### src/rtl/id_ex_pipe_reg_if.sv
// ID/EX stage bundle: instruction fields from ID, redirect/hold controls,
// the registered EX copies and the stall line back to the front end.
//
// Handshake: id_valid marks a real instruction presented by ID. id_stall is
// the back-pressure line: while id_stall=1 the producer must keep presenting
// the same instruction, and it is taken on the first rising edge where
// id_stall=0. flush overrides everything and discards the ID instruction.
interface id_ex_pipe_reg_if #(
  parameter int DATA_W  = 32,
  parameter int REG_AW  = 5,
  parameter int ALUOP_W = 6
);
  logic               id_valid;
  logic               id_branch_eq;
  logic               id_branch_ne;
  logic [ALUOP_W-1:0] id_aluop;
  logic               id_memread;
  logic               id_memwrite;
  logic               id_memtoreg;
  logic               id_regdst;
  logic               id_regwrite;
  logic               id_alusrc;
  logic               id_jump;
  logic [DATA_W-1:0]  id_pc4;
  logic [DATA_W-1:0]  id_rs_data;
  logic [DATA_W-1:0]  id_rt_data;
  logic [DATA_W-1:0]  id_imm;
  logic [REG_AW-1:0]  id_rs;
  logic [REG_AW-1:0]  id_rt;
  logic [REG_AW-1:0]  id_rd;
  logic               flush;
  logic               ex_hold;

  logic               ex_valid;
  logic               ex_branch_eq;
  logic               ex_branch_ne;
  logic [ALUOP_W-1:0] ex_aluop;
  logic               ex_memread;
  logic               ex_memwrite;
  logic               ex_memtoreg;
  logic               ex_regdst;
  logic               ex_regwrite;
  logic               ex_alusrc;
  logic               ex_jump;
  logic [DATA_W-1:0]  ex_pc4;
  logic [DATA_W-1:0]  ex_rs_data;
  logic [DATA_W-1:0]  ex_rt_data;
  logic [DATA_W-1:0]  ex_imm;
  logic [REG_AW-1:0]  ex_rs;
  logic [REG_AW-1:0]  ex_rt;
  logic [REG_AW-1:0]  ex_rd;
  logic [REG_AW-1:0]  ex_wreg;
  logic               id_stall;

  modport master (
    output id_valid, id_branch_eq, id_branch_ne, id_aluop, id_memread, id_memwrite,
           id_memtoreg, id_regdst, id_regwrite, id_alusrc, id_jump, id_pc4,
           id_rs_data, id_rt_data, id_imm, id_rs, id_rt, id_rd, flush, ex_hold,
    input  ex_valid, ex_branch_eq, ex_branch_ne, ex_aluop, ex_memread, ex_memwrite,
           ex_memtoreg, ex_regdst, ex_regwrite, ex_alusrc, ex_jump, ex_pc4,
           ex_rs_data, ex_rt_data, ex_imm, ex_rs, ex_rt, ex_rd, ex_wreg, id_stall
  );

  modport slave (
    input  id_valid, id_branch_eq, id_branch_ne, id_aluop, id_memread, id_memwrite,
           id_memtoreg, id_regdst, id_regwrite, id_alusrc, id_jump, id_pc4,
           id_rs_data, id_rt_data, id_imm, id_rs, id_rt, id_rd, flush, ex_hold,
    output ex_valid, ex_branch_eq, ex_branch_ne, ex_aluop, ex_memread, ex_memwrite,
           ex_memtoreg, ex_regdst, ex_regwrite, ex_alusrc, ex_jump, ex_pc4,
           ex_rs_data, ex_rt_data, ex_imm, ex_rs, ex_rt, ex_rd, ex_wreg, id_stall
  );
endinterface

### src/rtl/id_ex_pipe_reg.sv
// ID/EX pipeline register with load-use hazard detection, bubble insertion,
// flush and downstream hold. Edge priority: flush > ex_hold > load_use > capture.
// Optional feature macro ID_EX_STATS_EN adds a saturating bubble_cnt output
// counting bubbles caused by load-use or flush.
module id_ex_pipe_reg #(
  parameter int DATA_W  = 32,
  parameter int REG_AW  = 5,
  parameter int ALUOP_W = 6
) (
  input logic clk,
  input logic rst,
  id_ex_pipe_reg_if.slave bus
`ifdef ID_EX_STATS_EN
  ,
  output logic [15:0] bubble_cnt
`endif
);

  typedef struct packed {
    logic               valid;
    logic               branch_eq;
    logic               branch_ne;
    logic [ALUOP_W-1:0] aluop;
    logic               memread;
    logic               memwrite;
    logic               memtoreg;
    logic               regdst;
    logic               regwrite;
    logic               alusrc;
    logic               jump;
    logic [DATA_W-1:0]  pc4;
    logic [DATA_W-1:0]  rs_data;
    logic [DATA_W-1:0]  rt_data;
    logic [DATA_W-1:0]  imm;
    logic [REG_AW-1:0]  rs;
    logic [REG_AW-1:0]  rt;
    logic [REG_AW-1:0]  rd;
    logic [REG_AW-1:0]  wreg;
  } stage_t;

  stage_t id_s;
  stage_t ex_q;
  logic   uses_rt;
  logic   load_use;

  // Gather the ID instruction and resolve its destination register up front.
  always_comb begin
    id_s           = '0;
    id_s.valid     = bus.id_valid;
    id_s.branch_eq = bus.id_branch_eq;
    id_s.branch_ne = bus.id_branch_ne;
    id_s.aluop     = bus.id_aluop;
    id_s.memread   = bus.id_memread;
    id_s.memwrite  = bus.id_memwrite;
    id_s.memtoreg  = bus.id_memtoreg;
    id_s.regdst    = bus.id_regdst;
    id_s.regwrite  = bus.id_regwrite;
    id_s.alusrc    = bus.id_alusrc;
    id_s.jump      = bus.id_jump;
    id_s.pc4       = bus.id_pc4;
    id_s.rs_data   = bus.id_rs_data;
    id_s.rt_data   = bus.id_rt_data;
    id_s.imm       = bus.id_imm;
    id_s.rs        = bus.id_rs;
    id_s.rt        = bus.id_rt;
    id_s.rd        = bus.id_rd;
    id_s.wreg      = bus.id_regdst ? bus.id_rd : bus.id_rt;
  end

  // A load in EX whose target (never $0) is read by the ID instruction.
  always_comb begin
    uses_rt  = ~bus.id_alusrc | bus.id_memwrite | bus.id_branch_eq | bus.id_branch_ne;
    load_use = ex_q.valid & ex_q.memread & bus.id_valid & (ex_q.rt != '0) &
               ((ex_q.rt == bus.id_rs) | (uses_rt & (ex_q.rt == bus.id_rt)));
  end

  assign bus.id_stall = (load_use & ~bus.flush) | bus.ex_hold;

  // Stage register: flush and load-use load a bubble, hold freezes, else capture.
  // An invalid ID slot is captured as a full bubble so no control bit leaks.
  always_ff @(posedge clk or negedge rst) begin
    if (!rst) begin
      ex_q <= '0;
    end else if (bus.flush) begin
      ex_q <= '0;
    end else if (bus.ex_hold) begin
      ex_q <= ex_q;
    end else if (load_use || !bus.id_valid) begin
      ex_q <= '0;
    end else begin
      ex_q <= id_s;
    end
  end

`ifdef ID_EX_STATS_EN
  // Count bubbles from load-use or flush; sticks at all-ones.
  always_ff @(posedge clk or negedge rst) begin
    if (!rst) begin
      bubble_cnt <= '0;
    end else if ((bus.flush || (!bus.ex_hold && load_use)) && (bubble_cnt != 16'hFFFF)) begin
      bubble_cnt <= bubble_cnt + 16'd1;
    end
  end
`endif

  assign bus.ex_valid     = ex_q.valid;
  assign bus.ex_branch_eq = ex_q.branch_eq;
  assign bus.ex_branch_ne = ex_q.branch_ne;
  assign bus.ex_aluop     = ex_q.aluop;
  assign bus.ex_memread   = ex_q.memread;
  assign bus.ex_memwrite  = ex_q.memwrite;
  assign bus.ex_memtoreg  = ex_q.memtoreg;
  assign bus.ex_regdst    = ex_q.regdst;
  assign bus.ex_regwrite  = ex_q.regwrite;
  assign bus.ex_alusrc    = ex_q.alusrc;
  assign bus.ex_jump      = ex_q.jump;
  assign bus.ex_pc4       = ex_q.pc4;
  assign bus.ex_rs_data   = ex_q.rs_data;
  assign bus.ex_rt_data   = ex_q.rt_data;
  assign bus.ex_imm       = ex_q.imm;
  assign bus.ex_rs        = ex_q.rs;
  assign bus.ex_rt        = ex_q.rt;
  assign bus.ex_rd        = ex_q.rd;
  assign bus.ex_wreg      = ex_q.wreg;

endmodule

### src/flat_wrapper.sv
// flat-port wrapper written by rule: the top's interface ports become plain ports
module id_ex_pipe_reg_flat 
#(
  parameter int DATA_W  = 32,
  parameter int REG_AW  = 5,
  parameter int ALUOP_W = 6
)
  (clk, rst, bus_id_valid, bus_id_branch_eq, bus_id_branch_ne, bus_id_aluop, bus_id_memread, bus_id_memwrite, bus_id_memtoreg, bus_id_regdst, bus_id_regwrite, bus_id_alusrc, bus_id_jump, bus_id_pc4, bus_id_rs_data, bus_id_rt_data, bus_id_imm, bus_id_rs, bus_id_rt, bus_id_rd, bus_flush, bus_ex_hold, bus_ex_valid, bus_ex_branch_eq, bus_ex_branch_ne, bus_ex_aluop, bus_ex_memread, bus_ex_memwrite, bus_ex_memtoreg, bus_ex_regdst, bus_ex_regwrite, bus_ex_alusrc, bus_ex_jump, bus_ex_pc4, bus_ex_rs_data, bus_ex_rt_data, bus_ex_imm, bus_ex_rs, bus_ex_rt, bus_ex_rd, bus_ex_wreg, bus_id_stall);
  id_ex_pipe_reg_if #(.DATA_W(DATA_W), .REG_AW(REG_AW), .ALUOP_W(ALUOP_W)) bus_i ();
  input logic clk;
  input logic rst;
  input wire logic [$bits(bus_i.id_valid)-1:0] bus_id_valid;
  input wire logic [$bits(bus_i.id_branch_eq)-1:0] bus_id_branch_eq;
  input wire logic [$bits(bus_i.id_branch_ne)-1:0] bus_id_branch_ne;
  input wire logic [$bits(bus_i.id_aluop)-1:0] bus_id_aluop;
  input wire logic [$bits(bus_i.id_memread)-1:0] bus_id_memread;
  input wire logic [$bits(bus_i.id_memwrite)-1:0] bus_id_memwrite;
  input wire logic [$bits(bus_i.id_memtoreg)-1:0] bus_id_memtoreg;
  input wire logic [$bits(bus_i.id_regdst)-1:0] bus_id_regdst;
  input wire logic [$bits(bus_i.id_regwrite)-1:0] bus_id_regwrite;
  input wire logic [$bits(bus_i.id_alusrc)-1:0] bus_id_alusrc;
  input wire logic [$bits(bus_i.id_jump)-1:0] bus_id_jump;
  input wire logic [$bits(bus_i.id_pc4)-1:0] bus_id_pc4;
  input wire logic [$bits(bus_i.id_rs_data)-1:0] bus_id_rs_data;
  input wire logic [$bits(bus_i.id_rt_data)-1:0] bus_id_rt_data;
  input wire logic [$bits(bus_i.id_imm)-1:0] bus_id_imm;
  input wire logic [$bits(bus_i.id_rs)-1:0] bus_id_rs;
  input wire logic [$bits(bus_i.id_rt)-1:0] bus_id_rt;
  input wire logic [$bits(bus_i.id_rd)-1:0] bus_id_rd;
  input wire logic [$bits(bus_i.flush)-1:0] bus_flush;
  input wire logic [$bits(bus_i.ex_hold)-1:0] bus_ex_hold;
  output wire logic [$bits(bus_i.ex_valid)-1:0] bus_ex_valid;
  output wire logic [$bits(bus_i.ex_branch_eq)-1:0] bus_ex_branch_eq;
  output wire logic [$bits(bus_i.ex_branch_ne)-1:0] bus_ex_branch_ne;
  output wire logic [$bits(bus_i.ex_aluop)-1:0] bus_ex_aluop;
  output wire logic [$bits(bus_i.ex_memread)-1:0] bus_ex_memread;
  output wire logic [$bits(bus_i.ex_memwrite)-1:0] bus_ex_memwrite;
  output wire logic [$bits(bus_i.ex_memtoreg)-1:0] bus_ex_memtoreg;
  output wire logic [$bits(bus_i.ex_regdst)-1:0] bus_ex_regdst;
  output wire logic [$bits(bus_i.ex_regwrite)-1:0] bus_ex_regwrite;
  output wire logic [$bits(bus_i.ex_alusrc)-1:0] bus_ex_alusrc;
  output wire logic [$bits(bus_i.ex_jump)-1:0] bus_ex_jump;
  output wire logic [$bits(bus_i.ex_pc4)-1:0] bus_ex_pc4;
  output wire logic [$bits(bus_i.ex_rs_data)-1:0] bus_ex_rs_data;
  output wire logic [$bits(bus_i.ex_rt_data)-1:0] bus_ex_rt_data;
  output wire logic [$bits(bus_i.ex_imm)-1:0] bus_ex_imm;
  output wire logic [$bits(bus_i.ex_rs)-1:0] bus_ex_rs;
  output wire logic [$bits(bus_i.ex_rt)-1:0] bus_ex_rt;
  output wire logic [$bits(bus_i.ex_rd)-1:0] bus_ex_rd;
  output wire logic [$bits(bus_i.ex_wreg)-1:0] bus_ex_wreg;
  output wire logic [$bits(bus_i.id_stall)-1:0] bus_id_stall;
  assign bus_i.id_valid = bus_id_valid;
  assign bus_i.id_branch_eq = bus_id_branch_eq;
  assign bus_i.id_branch_ne = bus_id_branch_ne;
  assign bus_i.id_aluop = bus_id_aluop;
  assign bus_i.id_memread = bus_id_memread;
  assign bus_i.id_memwrite = bus_id_memwrite;
  assign bus_i.id_memtoreg = bus_id_memtoreg;
  assign bus_i.id_regdst = bus_id_regdst;
  assign bus_i.id_regwrite = bus_id_regwrite;
  assign bus_i.id_alusrc = bus_id_alusrc;
  assign bus_i.id_jump = bus_id_jump;
  assign bus_i.id_pc4 = bus_id_pc4;
  assign bus_i.id_rs_data = bus_id_rs_data;
  assign bus_i.id_rt_data = bus_id_rt_data;
  assign bus_i.id_imm = bus_id_imm;
  assign bus_i.id_rs = bus_id_rs;
  assign bus_i.id_rt = bus_id_rt;
  assign bus_i.id_rd = bus_id_rd;
  assign bus_i.flush = bus_flush;
  assign bus_i.ex_hold = bus_ex_hold;
  assign bus_ex_valid = bus_i.ex_valid;
  assign bus_ex_branch_eq = bus_i.ex_branch_eq;
  assign bus_ex_branch_ne = bus_i.ex_branch_ne;
  assign bus_ex_aluop = bus_i.ex_aluop;
  assign bus_ex_memread = bus_i.ex_memread;
  assign bus_ex_memwrite = bus_i.ex_memwrite;
  assign bus_ex_memtoreg = bus_i.ex_memtoreg;
  assign bus_ex_regdst = bus_i.ex_regdst;
  assign bus_ex_regwrite = bus_i.ex_regwrite;
  assign bus_ex_alusrc = bus_i.ex_alusrc;
  assign bus_ex_jump = bus_i.ex_jump;
  assign bus_ex_pc4 = bus_i.ex_pc4;
  assign bus_ex_rs_data = bus_i.ex_rs_data;
  assign bus_ex_rt_data = bus_i.ex_rt_data;
  assign bus_ex_imm = bus_i.ex_imm;
  assign bus_ex_rs = bus_i.ex_rs;
  assign bus_ex_rt = bus_i.ex_rt;
  assign bus_ex_rd = bus_i.ex_rd;
  assign bus_ex_wreg = bus_i.ex_wreg;
  assign bus_id_stall = bus_i.id_stall;
  id_ex_pipe_reg #(.DATA_W(DATA_W), .REG_AW(REG_AW), .ALUOP_W(ALUOP_W)) u_core (.clk(clk), .rst(rst), .bus(bus_i));
endmodule
### config.mk
export PLATFORM = sky130hd
export DESIGN_NAME = id_ex_pipe_reg_flat
export DESIGN_NICKNAME = d
export VERILOG_FILES = /design/src/rtl/id_ex_pipe_reg_if.sv /design/src/rtl/id_ex_pipe_reg.sv /design/src/flat_wrapper.sv
export SDC_FILE = /design/constraint.sdc
export NUM_CORES = 1
export LEC_CHECK = 0
export BUFFER_PORTS_ARGS = -buffer_cell sky130_fd_sc_hd__buf_2
export CORE_AREA = 2 2 129 131
export DETAILED_ROUTE_END_ITERATION = 8
export DIE_AREA = 0 0 131 133
export GPL_TIMING_DRIVEN = 0
export PLACE_DENSITY = 0.8
export SLEW_MARGIN = 20
export SYNTH_ARGS = -nofsm -noshare
export SYNTH_HDL_FRONTEND = slang
export SYNTH_SLANG_ARGS = --single-unit
export TNS_END_PERCENT = 30
### constraint.sdc
create_clock -name clk -period 3.05 [get_ports clk]
set_clock_uncertainty 0.2 [all_clocks]
set_input_delay 0.305 -clock clk [delete_from_list [all_inputs] [get_ports clk]]
set_output_delay 0.305 -clock clk [all_outputs]
set_load 0.01 [all_outputs]
==> summary.md, run 1 <==
| Metric | Value |
|---|---|
| Outcome | finished, final reports clean |
| Post-Syn Nets | 940 |
| Final Critical Period | about 2900 ps |
| Worst setup margin | about 190 ps |
| Antenna violations before repair | 2 |
| Worst Path Arrival | ~2400 ps |
| Final Max Tran Viols | 0 |
| Setup TNS Final | 0 ps |
| Root Buffer | clkbuf_16 |
| CP Class | in2out |
| First-pass GRT wire length | approximately 46,000 um |
| Layout cell share with drive strength beyond 1 | 29.9% |
| Hold WC Path Type | in2reg |
| Pin count of the biggest net entering global routing | 93 |
| Clock sink total | approximately 160 |
| P per Cell Area | between 400 and 500 nW/um2 |
| Setup violations, final | 0 |
| Sequential Power Share | 43.9% |
| Synth Warn # | 0 |
| Post-CTS setup buffers | 0 |
| Pre-antenna DRT Iters | 6 |
| Final nets | about 1,400 |
| CTS tree | yes |
| Die area | roughly 17,000 um2 |
| DR WL/cell | between 20 and 25 um |
| Antenna viol nets, final | 0 |
| Final wirelength | about 30,000 um |
| H-tree Lvls | 4 |
| Post-DP HPWL | 18,200 um |
| Mean Syn Cell Area | 9.88 um2 |
| Final worst-path cycle share | 93.8% |
| Crit Path Max Fanout | 10 |
| Vias in the first global route | about 8,800 |
| IO Count | roughly 330 |
| Worst-case clock buffer depth | 2 |
| Vias | roughly 9,000 |
| GP Congestion | 0.874 |
| Worst Path Required | 2540 ps |
| Total core area | 16,200 um2 |
| Clock power frac | 37.6% |
| Switch share | 28.7% |
| Fin. Hold Viols | 0 |
| Most frequent cells in the layout | buf_2, dfrtp_1, nand2_1, dlygate4sd3_1, o21ai_0 |
| Global route overflow | 0 |
| Int Pwr | 3.95 mW |
| Leak | around 5.4 nW |
| Syn Std Cell Area | between 7000 and 8000 um2 |
| Logic gate share of total power | 18.5% |
| Final hold slack | 95.9 ps |
| Die width | about 130 um |
| Synth unique cells | 24 |
| Mapped Cells | 777 |
| Crit. End Element | output pin |
| TritonCTS Buffers | 17 |
| DP Worst Slack | approximately 500 ps |
| GRT Total Usage | 33.6% |
| Unrepaired setup endpoints after global routing | false |
| Via/cell ratio | 6.03 |
| Worst slew pin tran | between 800 and 900 ps |
| # resized after CTS | 0 |
| Initial drt markers | around 850 |
| Initial core utilization | roughly 47% |
| Seq cells post-synth | ~160 |
| Fillers | 1,083 |
| Synth-to-layout area growth | 53.5% |
| Switching power | ~1.6 mW |
| Worst vdd ir | around 340 uV |
| Worst-path clk slew | 70 ps |
| Commonest non-fill, non-tap cell in the layout | buf_2 |
| Die H | between 100 and 150 um |
| Slew Limit Headroom | 44.5% |
| Worst skew pair latency | roughly 420 ps |
| Crit start category | primary input |
| Port Buf Inserts | roughly 330 |
| Cell Rows | between 40 and 50 |
| Max Clock Freq | 0.349 GHz |
| Number of remaining DRC errors | 0 |
| Max cap viols | 0 |
| Post-synthesis sequential area ratio | 53.4% |
-- logic make-up (layout without fill, tap and decap cells) --
group,count (synthesis),after routing,synth area share [%]
buf+inv,93,611,6.11
simple gates,168,168,8.46
compound gates,337,337,30.1
xor+xnor,10,10,1.14
mux,5,5,0.733
flops,164,164,53.4
other cells,0,2,0
-- cell usage after synthesis --
library cell | number | area share, %
a21o_1 | 1 | 0.098
a21oi_1 | 10 | 0.65
a22oi_1 | 6 | 0.59
a32oi_1 | 158 | 18
and2_1 | 1 | 0.082
and3_1 | 1 | 0.082
buf_2 | 6 | 0.39
buf_4 | 4 | 0.39
buf_6 | 13 | 1.9
clkbuf_1 | 69 | 3.4
dfrtp_1 | 164 | 53
inv_1 | 1 | 0.049
mux2_2 | 5 | 0.73
nand2_1 | 160 | 7.8
nand3_1 | 1 | 0.065
nand4_1 | 1 | 0.082
nor2_1 | 2 | 0.098
nor2b_1 | 1 | 0.082
o21ai_0 | 159 | 10
o21ai_4 | 1 | 0.21
o22ai_1 | 1 | 0.082
o41ai_1 | 1 | 0.11
or4_4 | 1 | 0.15
xnor2_1 | 10 | 1.1
-- power by group through the flow --
stage                     clock network, mW  registers (mW)  logic, mW
final                                  2.08            2.44       1.03
after detailed placement                  0            2.46      0.827
after CTS                              2.08            2.42      0.991
after global routing                   2.19            2.45       1.11
after global placement                    0            2.46      0.805
after floorplan                           0            2.53      0.289
-- repair_timing --
item,CTS,global route
setup endpoints to repair,0,0
hold buffers,160,0
endpoints found under the hold margin,230,0
-- path summary, 6_finish.rpt --
kind                                              end  slack, ps                 from  depth (start not counted)
worst max-delay path                     bus_id_stall        190         bus_id_rt[0]                          9
worst min-delay path             u_core.bus.ex_regdst        100        bus_id_regdst                          3
worst max register to register    u_core.bus.ex_rd[4]        750  u_core.bus.ex_rt[0]                          6
worst min register to register    u_core.bus.ex_rs[2]        290  u_core.bus.ex_rs[2]                          2
max in group asynchronous       u_core.bus.ex_pc4[27]       1570                  rst                          3
min in group asynchronous       u_core.bus.ex_imm[22]        210                  rst                          2
-- layout make-up --
type,instances,area [um2],area share (%)
timing repair buffer,487,3270,27.7
buffer,92,465,3.95
multi-input combinational,520,3110,26.4
inverter,1,3.75,0.0318
clock buffer,20,457,3.87
sequential,164,4100,34.8
antenna,2,5.00,0.0424
clock inverter,11,103,0.870
tap,220,275,2.33
-- sequential cells by signal (all words and copies together), names as in the netlist, 5 cells and up --
| name | cells |
|---|---|
| u_core.bus.ex_imm | 32 |
| u_core.bus.ex_pc4 | 32 |
| u_core.bus.ex_rs_data | 32 |
| u_core.bus.ex_rt_data | 32 |
| u_core.bus.ex_aluop | 6 |
| u_core.bus.ex_rd | 5 |
| u_core.bus.ex_rs | 5 |
| u_core.bus.ex_rt | 5 |
| u_core.bus.ex_wreg | 5 |
-- per-layer routing --
layer  share of wire [%]  vias up  track usage [%]
li1                    -     3993                -
met1                  37     4424             41.5
met2                  50      614             55.6
met3                 8.8      110             7.36
met4                 4.1        0             16.0
met5                   0        -                0
-- worst max-delay path, cell delays in order --
cell	delay, ps
dlygate4sd3_1	540
buf_2	160
xnor2_1	160
o41ai_1	110
o22ai_1	260
buf_2	290
buf_2	260
a21o_1	130
buf_2	120
-- through the flow --
stage          power [mW]  instance area (um2)  std cells  util (%)
5_1_grt              5.74                11800       1517      72.9
3_3_place_gp         3.27                 9590       1323      59.3
3_5_place_dp         3.29                 9620       1324      59.5
6_report             5.54                11800       1517      72.9
2_1_floorplan        2.82                 7680        777         -
4_1_cts              5.50                11800       1515      72.9
No activity file was read; power rests on OpenSTA's default activity.
==> inputs of run 2 (changes only) <==
BUFFER_PORTS_ARGS = default   (was -buffer_cell sky130_fd_sc_hd__buf_2)
CORE_AREA = default   (was 2 2 129 131)
CORE_MARGIN = 2   (was default)
CORE_UTILIZATION = 45   (was default)
DIE_AREA = default   (was 0 0 131 133)
DONT_BUFFER_PORTS = 1   (was default)
PLACE_DENSITY = default   (was 0.8)
==> run 2 against run 1 <==
Net effect:
- the run now ends with hold timing left
- sequential power grew 5%
- utilization shrank 12 points
- via count shrank 18%
- worst hold slack lost 730 ps
- maximum frequency grew 3.7%
- count of clock-buffer cells in the layout grew 2
- clock power grew 7%
- critical endpoint unchanged
==> summary.md, run 2 (synthesis results as in run 1) <==
| Metric | Value |
|---|---|
| P per Cell Area | 528 nW/um2 (+12%) |
| Total core area | 16,600 um2 (+2.9%) |
| Cells along the critical path | xnor2_1 -> nand4_1 -> o22ai_1 -> buf_2 -> buf_2 -> a21o_1 |
| Worst-path cell with the longest stage delay | dfrtp_1 |
| CTS tree | yes |
| Cell Rows | 47 (unchanged) |
| Synth-to-layout area growth | 32.2% |
| Final Critical Period | 2760 ps (-103 ps) |
| Max Clock Freq | 0.362 GHz (+3.7%) |
| Worst setup margin | 291 ps (+103 ps) |
| Crit start category | flop |
| Initial core utilization | 46.1% (-1.3 points) |
| Commonest non-fill, non-tap cell in the layout | dfrtp_1 |
| IO Count | 328 (unchanged) |
| Setup TNS Final | 0 ps (unchanged) |
| Hold WC Path Type | in2async |
| GRT Total Usage | 28.6% (-5.0 points) |
| Final worst-path cycle share | 90.5% (-3.4 points) |
| CP Class | reg2out |
| Fin. Hold Viols | 164 (+164) |
| Global route overflow | 0 (unchanged) |
| Fillers | 1,358 (+25%) |
| Unrepaired setup endpoints after global routing | false |
| Setup violations, final | 0 (unchanged) |
| Final hold slack | -639 ps (-734 ps) |
| Antenna violations before repair | 0 (-2) |
| Antenna viol nets, final | 0 (unchanged) |
| Most frequent cells in the layout | dfrtp_1, nand2_1, o21ai_0, dlygate4sd3_1, a32oi_1 |
| Worst Path Required | 2540 ps (about the same) |
| Number of remaining DRC errors | 0 (unchanged) |
| Leak | 3.97 nW (-27%) |
| Worst-path clk slew | 70 ps (about the same) |
| TritonCTS Buffers | 17 (unchanged) |
| Die H | 135 um (+1.2%) |
| Crit Path Max Fanout | 10 (unchanged) |
| Die width | 135 um (+2.8%) |
| Worst vdd ir | 395 uV (+17%) |
| Root Buffer | clkbuf_16 |
| Failing checks | hold timing |
| DR WL/cell | 22.3 um (+11%) |
| Cts hold-fix bufs | 159 (-0.63%) |
| Final nets | 1,118 (-23%) |
| # diodes | 0 (-2) |
| Vias | 7,509 (-18%) |
| Slew Limit Headroom | 46.0% (+1.5 points) |
| Placed inst area | 7960 um2 (-17%) |
| Port Buf Inserts | 0 (-100%) |
| Worst-case clock buffer depth | 2 (unchanged) |
| Most used cell along the critical path | buf_2 |
| Die area | 18,100 um2 (+4.0%) |
| Post-route cell area | 10,200 um2 (-14%) |
| Largest stage delay on the critical path | 560 ps (+20 ps) |
| Post-CTS setup buffers | 0 (unchanged) |
| GP Congestion | 0.858 (-1.8%) |
| Pre-antenna DRT Iters | 5 (-1) |
| Layout cell share with drive strength beyond 1 | 6.30% (-24 points) |
| Pin count of the biggest net entering global routing | 165 (+77%) |
| Outcome | finished with violations |
| DP Worst Slack | 644 ps (+143 ps) |
| Worst slew pin tran | 810 ps (-22.0 ps) |
| H-tree Lvls | 4 (unchanged) |
| Worst Path Arrival | 2250 ps (-110 ps) |
| Power consumption | 5.36 mW (-3.3%) |
| Initial drt markers | 553 (-35%) |
| First-pass GRT wire length | 40,800 um (-11%) |
| Final wirelength | 26,500 um (-13%) |
| Final Max Tran Viols | 0 (unchanged) |
| Crit. End Element | output pin |
| Vias in the first global route | 7,459 (-15%) |
| Via/cell ratio | 6.32 (+4.9%) |
| Post-DP HPWL | 17,600 um (-3.7%) |
| Max cap viols | 0 (unchanged) |
| Clock sink total | 164 (unchanged) |
| Worst skew pair latency | 440 ps (+20 ps) |
| # resized after CTS | 0 (unchanged) |
## run 2: where the power goes
| part | internal (mW) | switching, mW |
|---|---|---|
| sequential | 2.33 | 0.222 |
| combinational | 0.280 | 0.312 |
| clock | 1.30 | 0.918 |
| total | 3.91 | 1.45 |
## run 2: routing by layer
metal	GRT usage, %	vias up	part of all wire (%)
li1	-	3321	-
met1	35.3	3667	39
met2	47.1	444	49
met3	9.38	77	9.5
met4	10.1	0	3.2
met5	0	-	0
## run 2: final cells by class
cell class              count  area, um2  share of cell area, %
flip-flops and latches    164       4100                   40.4
multi-input cells         520       3110                   30.6
repair buffers            159       1590                   15.7
clock buffers              22        484                   4.77
plain buffers              92        465                   4.58
well taps                 220        275                   2.71
clock inverters            10        121                   1.20
inverters                   1       3.75                 0.0370
## run 2: final timing paths
path                       slack, ps  cells past startpoint                    end                   from
max in group asynchronous       2940                      0    u_core.bus.ex_rs[3]                    rst
max                              290                      6           bus_id_stall    u_core.bus.ex_rt[1]
min in group clk                   0                      3  u_core.bus.ex_wreg[2]           bus_id_rt[2]
min reg2reg                      360                      2  u_core.bus.ex_pc4[12]  u_core.bus.ex_pc4[12]
min                             -640                      0  u_core.bus.ex_pc4[16]                    rst
max reg2reg                      630                      6    u_core.bus.ex_rd[2]    u_core.bus.ex_rt[1]
## run 2: metrics by stage
stage	util (%)	cells
6_report	61.0	1188
2_1_floorplan	-	777
3_3_place_gp	47.8	997
4_1_cts	61.0	1188
5_1_grt	61.0	1188
3_5_place_dp	47.8	997
## run 2: critical path: cells and delay by family (launching register included)
kind                      cells  cell delay [ps]
DFF                           1              560
buffers and inverters         2              510
AOI/OAI and AO/OA             2              460
xor gates and xnor gates      1              170
and+or+nand+nor               1              110
